### config.mk
export PLATFORM = sky130hd
export DESIGN_NAME = spi_read_scheduler
export DESIGN_NICKNAME = d
export VERILOG_FILES = /design/src/rtl/spi_pkg.sv /design/src/rtl/rr_arbiter.sv /design/src/rtl/spi_read_scheduler.sv
export SDC_FILE = /design/constraint.sdc
export NUM_CORES = 1
export LEC_CHECK = 0
export BUFFER_PORTS_ARGS = -buffer_cell sky130_fd_sc_hd__buf_4
export CORE_ASPECT_RATIO = 0.8
export CORE_MARGIN = 8
export CORE_UTILIZATION = 57
export DETAILED_ROUTE_END_ITERATION = 6
export PLACE_DENSITY_LB_ADDON = 0.08
export SLEW_MARGIN = 40
export SYNTH_ARGS = -nofsm -noshare
export SYNTH_HDL_FRONTEND = slang
export SYNTH_SLANG_ARGS = --single-unit
### constraint.sdc
create_clock -name clk -period 2 [get_ports clk]
set_input_delay 0.1 -clock clk [delete_from_list [all_inputs] [get_ports clk]]
set_output_delay 0.1 -clock clk [all_outputs]
set_load 0.02 [all_outputs]
### src/rtl/spi_pkg.sv
// Shared types and helpers for the SPI read scheduler.
package spi_pkg;

  typedef enum logic [2:0] {
    IDLE      = 3'd0,
    START     = 3'd1,
    WAIT_BUSY = 3'd2,
    WAIT_DONE = 3'd3,
    LATCH     = 3'd4
  } state_t;

  // Index width for n items, never narrower than one bit.
  function automatic int chw(input int n);
    return (n > 1) ? $clog2(n) : 1;
  endfunction

endpackage

### src/rtl/rr_arbiter.sv
// Round-robin pick among pending channels, starting just after the last grant.
module rr_arbiter
  import spi_pkg::*;
#(
  parameter int NCH = 2,
  localparam int CW = chw(NCH)
) (
  input  logic [CW-1:0]  last,
  input  logic [NCH-1:0] pending,
  output logic [CW-1:0]  grant,
  output logic           any
);

  logic [2*NCH-1:0] dbl;
  logic [NCH-1:0]   rot;
  int               pick;
  int               off;

  always_comb begin
    dbl  = {pending, pending};
    // rot[j] holds the request of channel (last + 1 + j) mod NCH
    rot  = NCH'(dbl >> (int'(last) + 1));
    pick = 0;
    any  = 1'b0;
    for (int j = NCH - 1; j >= 0; j--) begin
      if (rot[j]) begin
        pick = j;
        any  = 1'b1;
      end
    end
    off = int'(last) + 1 + pick;
    if (off >= NCH) off = off - NCH;
    grant = CW'(off);
  end

endmodule

### src/rtl/spi_read_scheduler.sv
// Schedules periodic and on-demand reads of NCH SPI sensors through one shared master.
//   state     | meaning
//   IDLE      | pick next pending channel
//   START     | one-cycle start strobe to the master
//   WAIT_BUSY | wait for master cs low, bounded by TMO
//   WAIT_DONE | transfer in progress
//   LATCH     | capture the returned word
module spi_read_scheduler
  import spi_pkg::*;
#(
  parameter int BITS   = 4,
  parameter int NCH    = 2,
  parameter int PERIOD = 255,
  parameter int TMO    = 3,
  localparam int CW = chw(NCH),
  localparam int TW = chw(PERIOD),
  localparam int WW = chw(TMO + 1)
) (
  input  logic            clk,
  input  logic            reset,
  input  logic            enable,
  input  logic [NCH-1:0]  req,
  output logic            spi_start,
  input  logic            spi_cs,
  input  logic [BITS-1:0] spi_data,
  output logic [NCH-1:0]  cs_n,
  output logic [BITS-1:0] sample,
  output logic [CW-1:0]   sample_ch,
  output logic            sample_valid,
  output logic            overrun,
  output logic            timeout
);

  state_t         state, state_nxt;
  logic [NCH-1:0] pending;
  logic [NCH-1:0] set_mask, clr_mask;
  logic [TW-1:0]  timer;
  logic           tick;
  logic [CW-1:0]  cur, last, grant;
  logic           any;
  logic [WW-1:0]  wcnt;

  rr_arbiter #(.NCH(NCH)) u_arb (
    .last    (last),
    .pending (pending),
    .grant   (grant),
    .any     (any)
  );

  assign tick    = enable && (timer == TW'(PERIOD - 1));
  assign overrun = tick && (pending != '0);

  always_ff @(posedge clk) begin
    if (reset || !enable) timer <= '0;
    else if (tick)        timer <= '0;
    else                  timer <= timer + 1'b1;
  end

  // A set in the same cycle as the grant clear wins, so that request is served again.
  always_comb begin
    clr_mask = '0;
    if (state == IDLE && any) clr_mask = NCH'(1) << grant;
    set_mask = req;
    if (tick)    set_mask = '1;
    if (timeout) set_mask = set_mask | (NCH'(1) << cur);
  end

  always_ff @(posedge clk) begin
    if (reset) pending <= '0;
    else       pending <= (pending & ~clr_mask) | set_mask;
  end

  always_ff @(posedge clk) begin
    if (reset) state <= IDLE;
    else       state <= state_nxt;
  end

  always_comb begin
    state_nxt = state;
    case (state)
      IDLE:      if (any) state_nxt = START;
      START:     state_nxt = WAIT_BUSY;
      WAIT_BUSY: begin
        if (!spi_cs)                 state_nxt = WAIT_DONE;
        else if (wcnt == WW'(TMO))   state_nxt = IDLE;
      end
      WAIT_DONE: if (spi_cs) state_nxt = LATCH;
      LATCH:     state_nxt = IDLE;
      default:   state_nxt = IDLE;
    endcase
  end

  always_comb begin
    spi_start = (state == START);
    timeout   = (state == WAIT_BUSY) && spi_cs && (wcnt == WW'(TMO));
  end

  // sample_valid is registered so it lines up with the registered sample/sample_ch.
  always_ff @(posedge clk) begin
    if (reset) begin
      cur          <= '0;
      last         <= CW'(NCH - 1);
      wcnt         <= '0;
      sample       <= '0;
      sample_ch    <= '0;
      sample_valid <= 1'b0;
    end else begin
      sample_valid <= (state == LATCH);
      if (state == IDLE && any) begin
        cur  <= grant;
        last <= grant;
      end
      if (state == START) wcnt <= '0;
      else if (state == WAIT_BUSY && spi_cs && wcnt != WW'(TMO)) wcnt <= wcnt + 1'b1;
      if (state == LATCH) begin
        sample    <= spi_data;
        sample_ch <= cur;
      end
    end
  end

  always_comb begin
    for (int i = 0; i < NCH; i++) cs_n[i] = spi_cs | (cur != CW'(i));
  end

endmodule

==> impl_metrics.prom, run 1 <==
# TYPE chip_impl_metric gauge
chip_impl_metric{name="layout_min_cycle_time",unit="ns"} 1.72
chip_impl_metric{name="clk-insertion-delay-late",unit="ns"} 0.31
chip_impl_metric{name="yosysWarnings",unit=""} 0
chip_impl_info{name="cts_tree",value="yes"} 1
chip_impl_metric{name="ff2ff_path_depth",unit=""} 3
chip_impl_info{name="regToRegStartpoint",value="state[1]"} 1
chip_impl_metric{name="report.final.setup_viol",unit=""} 0
chip_impl_metric{name="post-route-period-util",unit="%"} 85.9
chip_impl_metric{name="fillers",unit=""} 154
chip_impl_metric{name="async_reset_ff_share",unit="%"} 0
chip_impl_metric{name="gp_routability_congestion",unit=""} 0.815
chip_impl_metric{name="timing.final.hold_violations",unit=""} 0
chip_impl_metric{name="post-route-drc-count",unit=""} 0
chip_impl_metric{name="cellPowerDensity",unit="mW/mm^2"} 690
chip_impl_metric{name="post_synth_num_cell_types",unit=""} 38
chip_impl_metric{name="number_of_enable_type_register_cells_in_the_synthesized_netlist",unit=""} 0
chip_impl_info{name="cpMaxStageDelayCell",value="dfxtp_1"} 1
chip_impl_metric{name="detail-route-antenna-nets",unit=""} 0
chip_impl_metric{name="clock_buffer_count_from_cts",unit=""} 3
chip_impl_metric{name="core_area",unit="mm^2"} 0.00182
chip_impl_metric{name="max_slew.worst_pin.slew",unit="ns"} 0.392
chip_impl_metric{name="slew_limit_fails",unit=""} 0
chip_impl_metric{name="cts.repair.resized",unit=""} 0
chip_impl_metric{name="critical_path_required",unit="ns"} 1.90
chip_impl_metric{name="cpPeakStageDelay",unit="ns"} 0.45
chip_impl_metric{name="synth_area_per_cell",unit="um^2"} 9.36
chip_impl_metric{name="grt_pass1_vias",unit=""} 875
chip_impl_metric{name="synth-seq-cells",unit=""} 23
chip_impl_metric{name="final.setup.worst_slack",unit="ns"} 0.282
chip_impl_metric{name="die_width",unit="um"} 64.4
chip_impl_info{name="worstSetupPathType",value="reg2out"} 1
chip_impl_metric{name="avgViaCountPerCell",unit=""} 5.60
chip_impl_metric{name="total_leakage_power",unit="nW"} 0.502
chip_impl_info{name="final_common_cell",value="dfxtp_1"} 1
chip_impl_info{name="worstSetupStartpointType",value="flop"} 1
chip_impl_info{name="critPathCaptureType",value="output port"} 1
chip_impl_metric{name="postRouteWirelength",unit="um"} 2160
chip_impl_metric{name="timing.setup.tns",unit="ns"} 0
chip_impl_metric{name="mappedNetlistNets",unit=""} 127
chip_impl_metric{name="hpwlAfterDp",unit="um"} 1610
chip_impl_metric{name="first_pass_grt_wire_length",unit="um"} 3840
chip_impl_metric{name="row_count",unit=""} 14
chip_impl_info{name="worstHoldPathType",value="in2reg"} 1
chip_impl_metric{name="die-height",unit="um"} 54.7
chip_impl_info{name="holdPathEnd",value="sample[3]"} 1
chip_impl_metric{name="n_antenna_cell",unit=""} 0
chip_impl_info{name="regToRegEndpoint",value="pending[0]"} 1
chip_impl_info{name="final_cell_mix",value="dfxtp_1 (23), buf_4 (20), nor2_1 (13), nand2_1 (6)"} 1
chip_impl_metric{name="syn-cell-area",unit="mm^2"} 0.00107
chip_impl_metric{name="cts.sink_count",unit=""} 23
chip_impl_info{name="cells_along_the_critical_path",value="ha_1 > and4_1 > nand2_1 > nor2_1 > buf_4"} 1
chip_impl_metric{name="clock_tree.htree_level_count",unit=""} 1
chip_impl_metric{name="post_cts.repair.setup_buffers",unit=""} 0
chip_impl_info{name="status",value="completed"} 1
chip_impl_metric{name="route.detailed.wl_per_inst",unit="um"} 13.7
chip_impl_metric{name="area_growth_syn_to_layout",unit="%"} 16.8
chip_impl_info{name="synth_ff_type",value="dfxtp_1"} 1
chip_impl_info{name="ctsRootBufferMaster",value="clkbuf_4"} 1
chip_impl_metric{name="seqCellArea",unit="um^2"} 460
chip_impl_metric{name="postLayoutCellArea",unit="mm^2"} 0.00125
chip_impl_metric{name="die_area",unit="mm^2"} 0.00352
chip_impl_metric{name="signal_arrival_time_at_the_worst_endpoint",unit="ns"} 1.62
chip_impl_metric{name="cts_buffer_depth",unit=""} 2
chip_impl_metric{name="final-instance-count-excl-fill",unit=""} 158
chip_impl_metric{name="via_count",unit=""} 885
chip_impl_metric{name="yosysSeqAreaShare",unit="%"} 43.1
chip_impl_metric{name="placed_cells_incl_taps",unit=""} 154
chip_impl_metric{name="critPathMaxFanout",unit=""} 6
chip_impl_metric{name="io_pins",unit=""} 21
chip_impl_metric{name="maxCapViolCount",unit=""} 0
chip_impl_metric{name="detailedRoute.firstPassIterationCount",unit=""} 4
chip_impl_metric{name="cells_after_synth",unit=""} 114
chip_impl_metric{name="grt_usage",unit="%"} 13.7
chip_impl_metric{name="detailedRoute.firstIterationViolations",unit=""} 55
chip_impl_metric{name="cts_hold_buffers",unit=""} 0
chip_impl_metric{name="clk_pin_slew_worst_paths",unit="ns"} 0.13
chip_impl_metric{name="antenna_found_initial",unit=""} 0
chip_impl_metric{name="start_util",unit="%"} 58.6
chip_impl_metric{name="rel_slew_slack",unit="%"} 73.8
chip_impl_metric{name="multi_input_area",unit="um^2"} 564
chip_impl_metric{name="drive_gt1_share",unit="%"} 21.6
chip_impl_metric{name="global_route.overflow_total",unit=""} 0
chip_impl_metric{name="grt_start_max_net_pins",unit=""} 16
chip_impl_metric{name="totalPowerFinal",unit="uW"} 860
chip_impl_metric{name="nets",unit=""} 148
chip_impl_metric{name="min_delay_path_depth",unit=""} 3
chip_impl_metric{name="whs",unit="ns"} 0.0143
chip_impl_metric{name="power.ir.vdd_worst",unit="uV"} 618
chip_impl_metric{name="finish.utilization",unit="%"} 68.4
chip_impl_info{name="rsz0062_at_grt",value="no"} 1
chip_impl_metric{name="io_buffers",unit=""} 20
chip_impl_metric{name="reg2reg_slack",unit="ns"} 0.58
chip_impl_metric{name="finalClockSkew",unit="ns"} 0.00751
chip_impl_info{name="hp-start",value="spi_data[3]"} 1
chip_impl_metric{name="placed_area",unit="mm^2"} 0.00122
chip_impl_metric{name="fmaxAchievable",unit="GHz"} 0.582
chip_impl_metric{name="post-place-ws",unit="ns"} 0.599
Yosys cell counts, drive strengths merged, types with 2 or more instances:
cell / count / area share, %
a21o: 2 / 1.4
a21oi: 5 / 2.3
a221oi: 3 / 2.5
a31oi: 5 / 2.9
and3: 2 / 1.2
and4: 2 / 1.6
buf: 3 / 2.6
dfxtp: 23 / 43
ha: 3 / 3.5
inv: 3 / 1.1
mux2i: 5 / 4.7
nand2: 6 / 2.1
nand2b: 3 / 1.8
nand3: 5 / 2.3
nand4: 2 / 1.2
nor2: 13 / 4.6
nor3: 4 / 1.9
nor3b: 2 / 2.5
o21ai: 2 / 0.94
or2: 2 / 1.2
or3: 4 / 2.3
how the worst max path moves through the flow:
stage	slack, ns	cells past startpoint	from	to
3_3_place_gp	0.64	2	state[1]	last
6_report	0.28	5	timer[1]	overrun
4_1_cts	0.28	5	timer[1]	overrun
3_5_place_dp	0.60	2	state[1]	last
5_1_grt	0.15	5	timer[1]	overrun
2_1_floorplan	0.57	4	state[0]	wcnt[0]
power by group:
group / internal, mW / switching, mW
clock network: 0.0763 / 0.140
logic: 0.0665 / 0.0608
registers: 0.479 / 0.0374
total: 0.622 / 0.238
routing by layer:
| metal | wire (um) | global-route usage, % |
|---|---|---|
| met1 | 1090 | 15.7 |
| met2 | 935 | 23.9 |
| met3 | 125 | 6.13 |
| met4 | 13 | 2.17 |
| met5 | 0 | 0 |
logic make-up (layout without fill, tap and decap cells):
logic type      count (synthesis)  after routing  share of synthesized area (%)
flops                          23             23                           43.1
xor+xnor                        2              2                           1.64
mux                             5              5                           4.69
simple gates                   51             51                           28.1
compound gates                 23             23                           14.9
buf+inv                         7             27                           3.98
fa+ha+maj                       3              3                           3.52
worst max-delay path, delay by kind of cell (launching register included):
kind	cells	cell delay, ns
simple gates	3	0.49
flops	1	0.45
fa+ha+maj	1	0.20
buf+inv	1	0.15
state kept, by name (all words and copies together) (netlist names), 2 cells and up:
signal	flops
timer	8
sample	4
state	3
pending	2
wcnt	2
final cells by class:
cell class,count,area share (%)
flip-flops and latches,23,36.9
inverters,3,0.904
repair buffers,20,12.0
clock buffers,3,1.81
well taps,24,2.41
multi-input cells,84,45.3
clock inverters,1,0.602
Note: power is estimated with default switching activity, not from simulation.
==> inputs of run 2 (changes only) <==
MAX_ROUTING_LAYER = met4   (was not set)
==> run 2 against run 1 <==
  * Clock skew hardly changed
  * Critical endpoint unchanged
  * Critical path depth stayed put
  * Register-to-register slack hardly changed
  * Non-clock buffer count stayed put
  * Via count stayed put
  * Critical path type unchanged
  * Sequential power hardly changed
  * Worst setup slack hardly changed
==> impl_metrics.prom, run 2 (synthesis gave the netlist of run 1 again) <==
# TYPE chip_impl_metric gauge
chip_impl_metric{name="grt_start_max_net_pins",unit=""} 16
chip_impl_metric{name="slew_limit_fails",unit=""} 0
chip_impl_metric{name="antenna_found_initial",unit=""} 0
chip_impl_metric{name="cts.repair.resized",unit=""} 0
chip_impl_info{name="ctsRootBufferMaster",value="clkbuf_4"} 1
chip_impl_metric{name="die_area",unit="mm^2"} 0.00352
chip_impl_metric{name="first_pass_grt_wire_length",unit="um"} 3840
chip_impl_info{name="regToRegStartpoint",value="state[1]"} 1
chip_impl_info{name="hp-start",value="spi_data[3]"} 1
chip_impl_info{name="status",value="completed"} 1
chip_impl_metric{name="detail-route-antenna-nets",unit=""} 0
chip_impl_metric{name="reg2reg_slack",unit="ns"} 0.58
chip_impl_info{name="critPathCaptureType",value="output port"} 1
chip_impl_metric{name="placed_cells_incl_taps",unit=""} 154
chip_impl_info{name="regToRegEndpoint",value="pending[0]"} 1
chip_impl_info{name="worstSetupStartpointType",value="flop"} 1
chip_impl_metric{name="final-instance-count-excl-fill",unit=""} 158
chip_impl_metric{name="io_buffers",unit=""} 20
chip_impl_metric{name="grt_pass1_vias",unit=""} 875
chip_impl_metric{name="largest_register_ffs",unit=""} 8
chip_impl_metric{name="global_route.overflow_total",unit=""} 0
chip_impl_metric{name="core_area",unit="mm^2"} 0.00182
chip_impl_metric{name="min_delay_path_depth",unit=""} 3
chip_impl_metric{name="detailedRoute.firstIterationViolations",unit=""} 55
chip_impl_metric{name="die_width",unit="um"} 64.4
chip_impl_metric{name="post-place-ws",unit="ns"} 0.599
chip_impl_info{name="top_register",value="timer"} 1
chip_impl_info{name="final_cell_mix",value="dfxtp_1 (23), buf_4 (20), nor2_1 (13), nand2_1 (6)"} 1
chip_impl_metric{name="timing.final.hold_violations",unit=""} 0
chip_impl_metric{name="report.final.setup_viol",unit=""} 0
chip_impl_metric{name="gp_routability_congestion",unit=""} 0.827
chip_impl_metric{name="timing.setup.tns",unit="ns"} 0
chip_impl_metric{name="cts_hold_buffers",unit=""} 0
chip_impl_metric{name="clock_tree.htree_level_count",unit=""} 1
chip_impl_metric{name="total_leakage_power",unit="nW"} 0.502
chip_impl_metric{name="drive_gt1_share",unit="%"} 21.6
chip_impl_metric{name="ff2ff_path_depth",unit=""} 3
chip_impl_metric{name="signal_arrival_time_at_the_worst_endpoint",unit="ns"} 1.62
chip_impl_info{name="largestRegisters",value="timer: 8 flops, sample: 4 flops, state: 3 flops"} 1
chip_impl_metric{name="hpwlAfterDp",unit="um"} 1610
chip_impl_metric{name="clk_pin_slew_worst_paths",unit="ns"} 0.13
chip_impl_metric{name="start_util",unit="%"} 58.6
chip_impl_metric{name="critical_path_required",unit="ns"} 1.90
chip_impl_metric{name="whs",unit="ns"} 0.0146
chip_impl_metric{name="finalClockSkew",unit="ns"} 0.00718
chip_impl_metric{name="layout_min_cycle_time",unit="ns"} 1.72
chip_impl_metric{name="die-height",unit="um"} 54.7
chip_impl_metric{name="cellPowerDensity",unit="mW/mm^2"} 690
chip_impl_metric{name="row_count",unit=""} 14
chip_impl_info{name="final_common_cell",value="dfxtp_1"} 1
chip_impl_metric{name="post-route-period-util",unit="%"} 85.9
chip_impl_metric{name="io_pins",unit=""} 21
chip_impl_info{name="rsz0062_at_grt",value="no"} 1
chip_impl_metric{name="area_growth_syn_to_layout",unit="%"} 16.8
chip_impl_metric{name="clock_buffer_count_from_cts",unit=""} 3
chip_impl_metric{name="post_cts.repair.setup_buffers",unit=""} 0
chip_impl_info{name="worstHoldPathType",value="in2reg"} 1
chip_impl_metric{name="fmaxAchievable",unit="GHz"} 0.582
chip_impl_metric{name="rel_slew_slack",unit="%"} 73.8
chip_impl_metric{name="cts_buffer_depth",unit=""} 2
chip_impl_metric{name="maxCapViolCount",unit=""} 0
chip_impl_metric{name="final.setup.worst_slack",unit="ns"} 0.282
chip_impl_metric{name="max_slew.worst_pin.slew",unit="ns"} 0.392
chip_impl_metric{name="critPathMaxFanout",unit=""} 6
chip_impl_info{name="cts_tree",value="yes"} 1
chip_impl_metric{name="post-route-drc-count",unit=""} 0
chip_impl_metric{name="postRouteWirelength",unit="um"} 2160
chip_impl_metric{name="power.ir.vdd_worst",unit="uV"} 617
chip_impl_metric{name="nets",unit=""} 148
chip_impl_metric{name="clk-insertion-delay-late",unit="ns"} 0.31
chip_impl_metric{name="avgViaCountPerCell",unit=""} 5.60
chip_impl_metric{name="cts.sink_count",unit=""} 23
chip_impl_metric{name="grt_usage",unit="%"} 14.2
chip_impl_info{name="worstSetupPathType",value="reg2out"} 1
chip_impl_metric{name="via_count",unit=""} 885
chip_impl_metric{name="route.detailed.wl_per_inst",unit="um"} 13.7
chip_impl_info{name="holdPathEnd",value="sample[3]"} 1
chip_impl_metric{name="n_antenna_cell",unit=""} 0
chip_impl_metric{name="detailedRoute.firstPassIterationCount",unit=""} 4
==> run 2: cell counts in the layout (fill, tap and decap cells not counted) <==
Identical to the previous run, type by type.
==> run 2: critical path, cell delays in order, from the launching register on <==
cell and delay, ns:
dfxtp_1 0.45, ha_1 0.20, and4_1 0.25, nand2_1 0.12
nor2_1 0.12, buf_4 0.15
==> run 2: worst max-delay path by stage <==
stage	from	to	slack, ns	cells past startpoint
after global routing	timer[1]	overrun	0.15	5
final	timer[1]	overrun	0.28	5
after detailed placement	state[1]	last	0.60	2
after CTS	timer[1]	overrun	0.28	5
after floorplan	state[0]	wcnt[0]	0.57	4
after global placement	state[1]	last	0.64	2
==> run 2: final cells by class <==
type	count	area [um^2]
fillers	154	576
clock buffers	3	22.5
multi-input cells	84	564
inverters	3	11.3
repair buffers	20	150
well taps	24	30.0
flip-flops and latches	23	460
clock inverters	1	7.51
==> run 2: layer usage <==
metal  up-vias  track usage (%)  routed length, um
li1        461                -                  -
met1       402             16.0               1100
met2        20             23.9                935
met3         2             5.73                109
met4         0             2.17                 13
met5         -                -                  0
==> run 2: power by group <==
group | switching, mW | leakage [nW] | internal (mW)
registers | 0.0374 | 0.187 | 0.479
logic | 0.0608 | 0.301 | 0.0665
clock network | 0.140 | 0.0139 | 0.0763
==> run 2: stage by stage <==
stage | power [mW] | utilization, % | instance area [um^2]
after global placement | 0.649 | 66.8 | 1220
after CTS | 0.869 | 68.4 | 1250
after detailed placement | 0.652 | 66.8 | 1220
after floorplan | 0.616 | - | 1070
final | 0.860 | 68.4 | 1250
after global routing | 0.912 | 68.4 | 1250
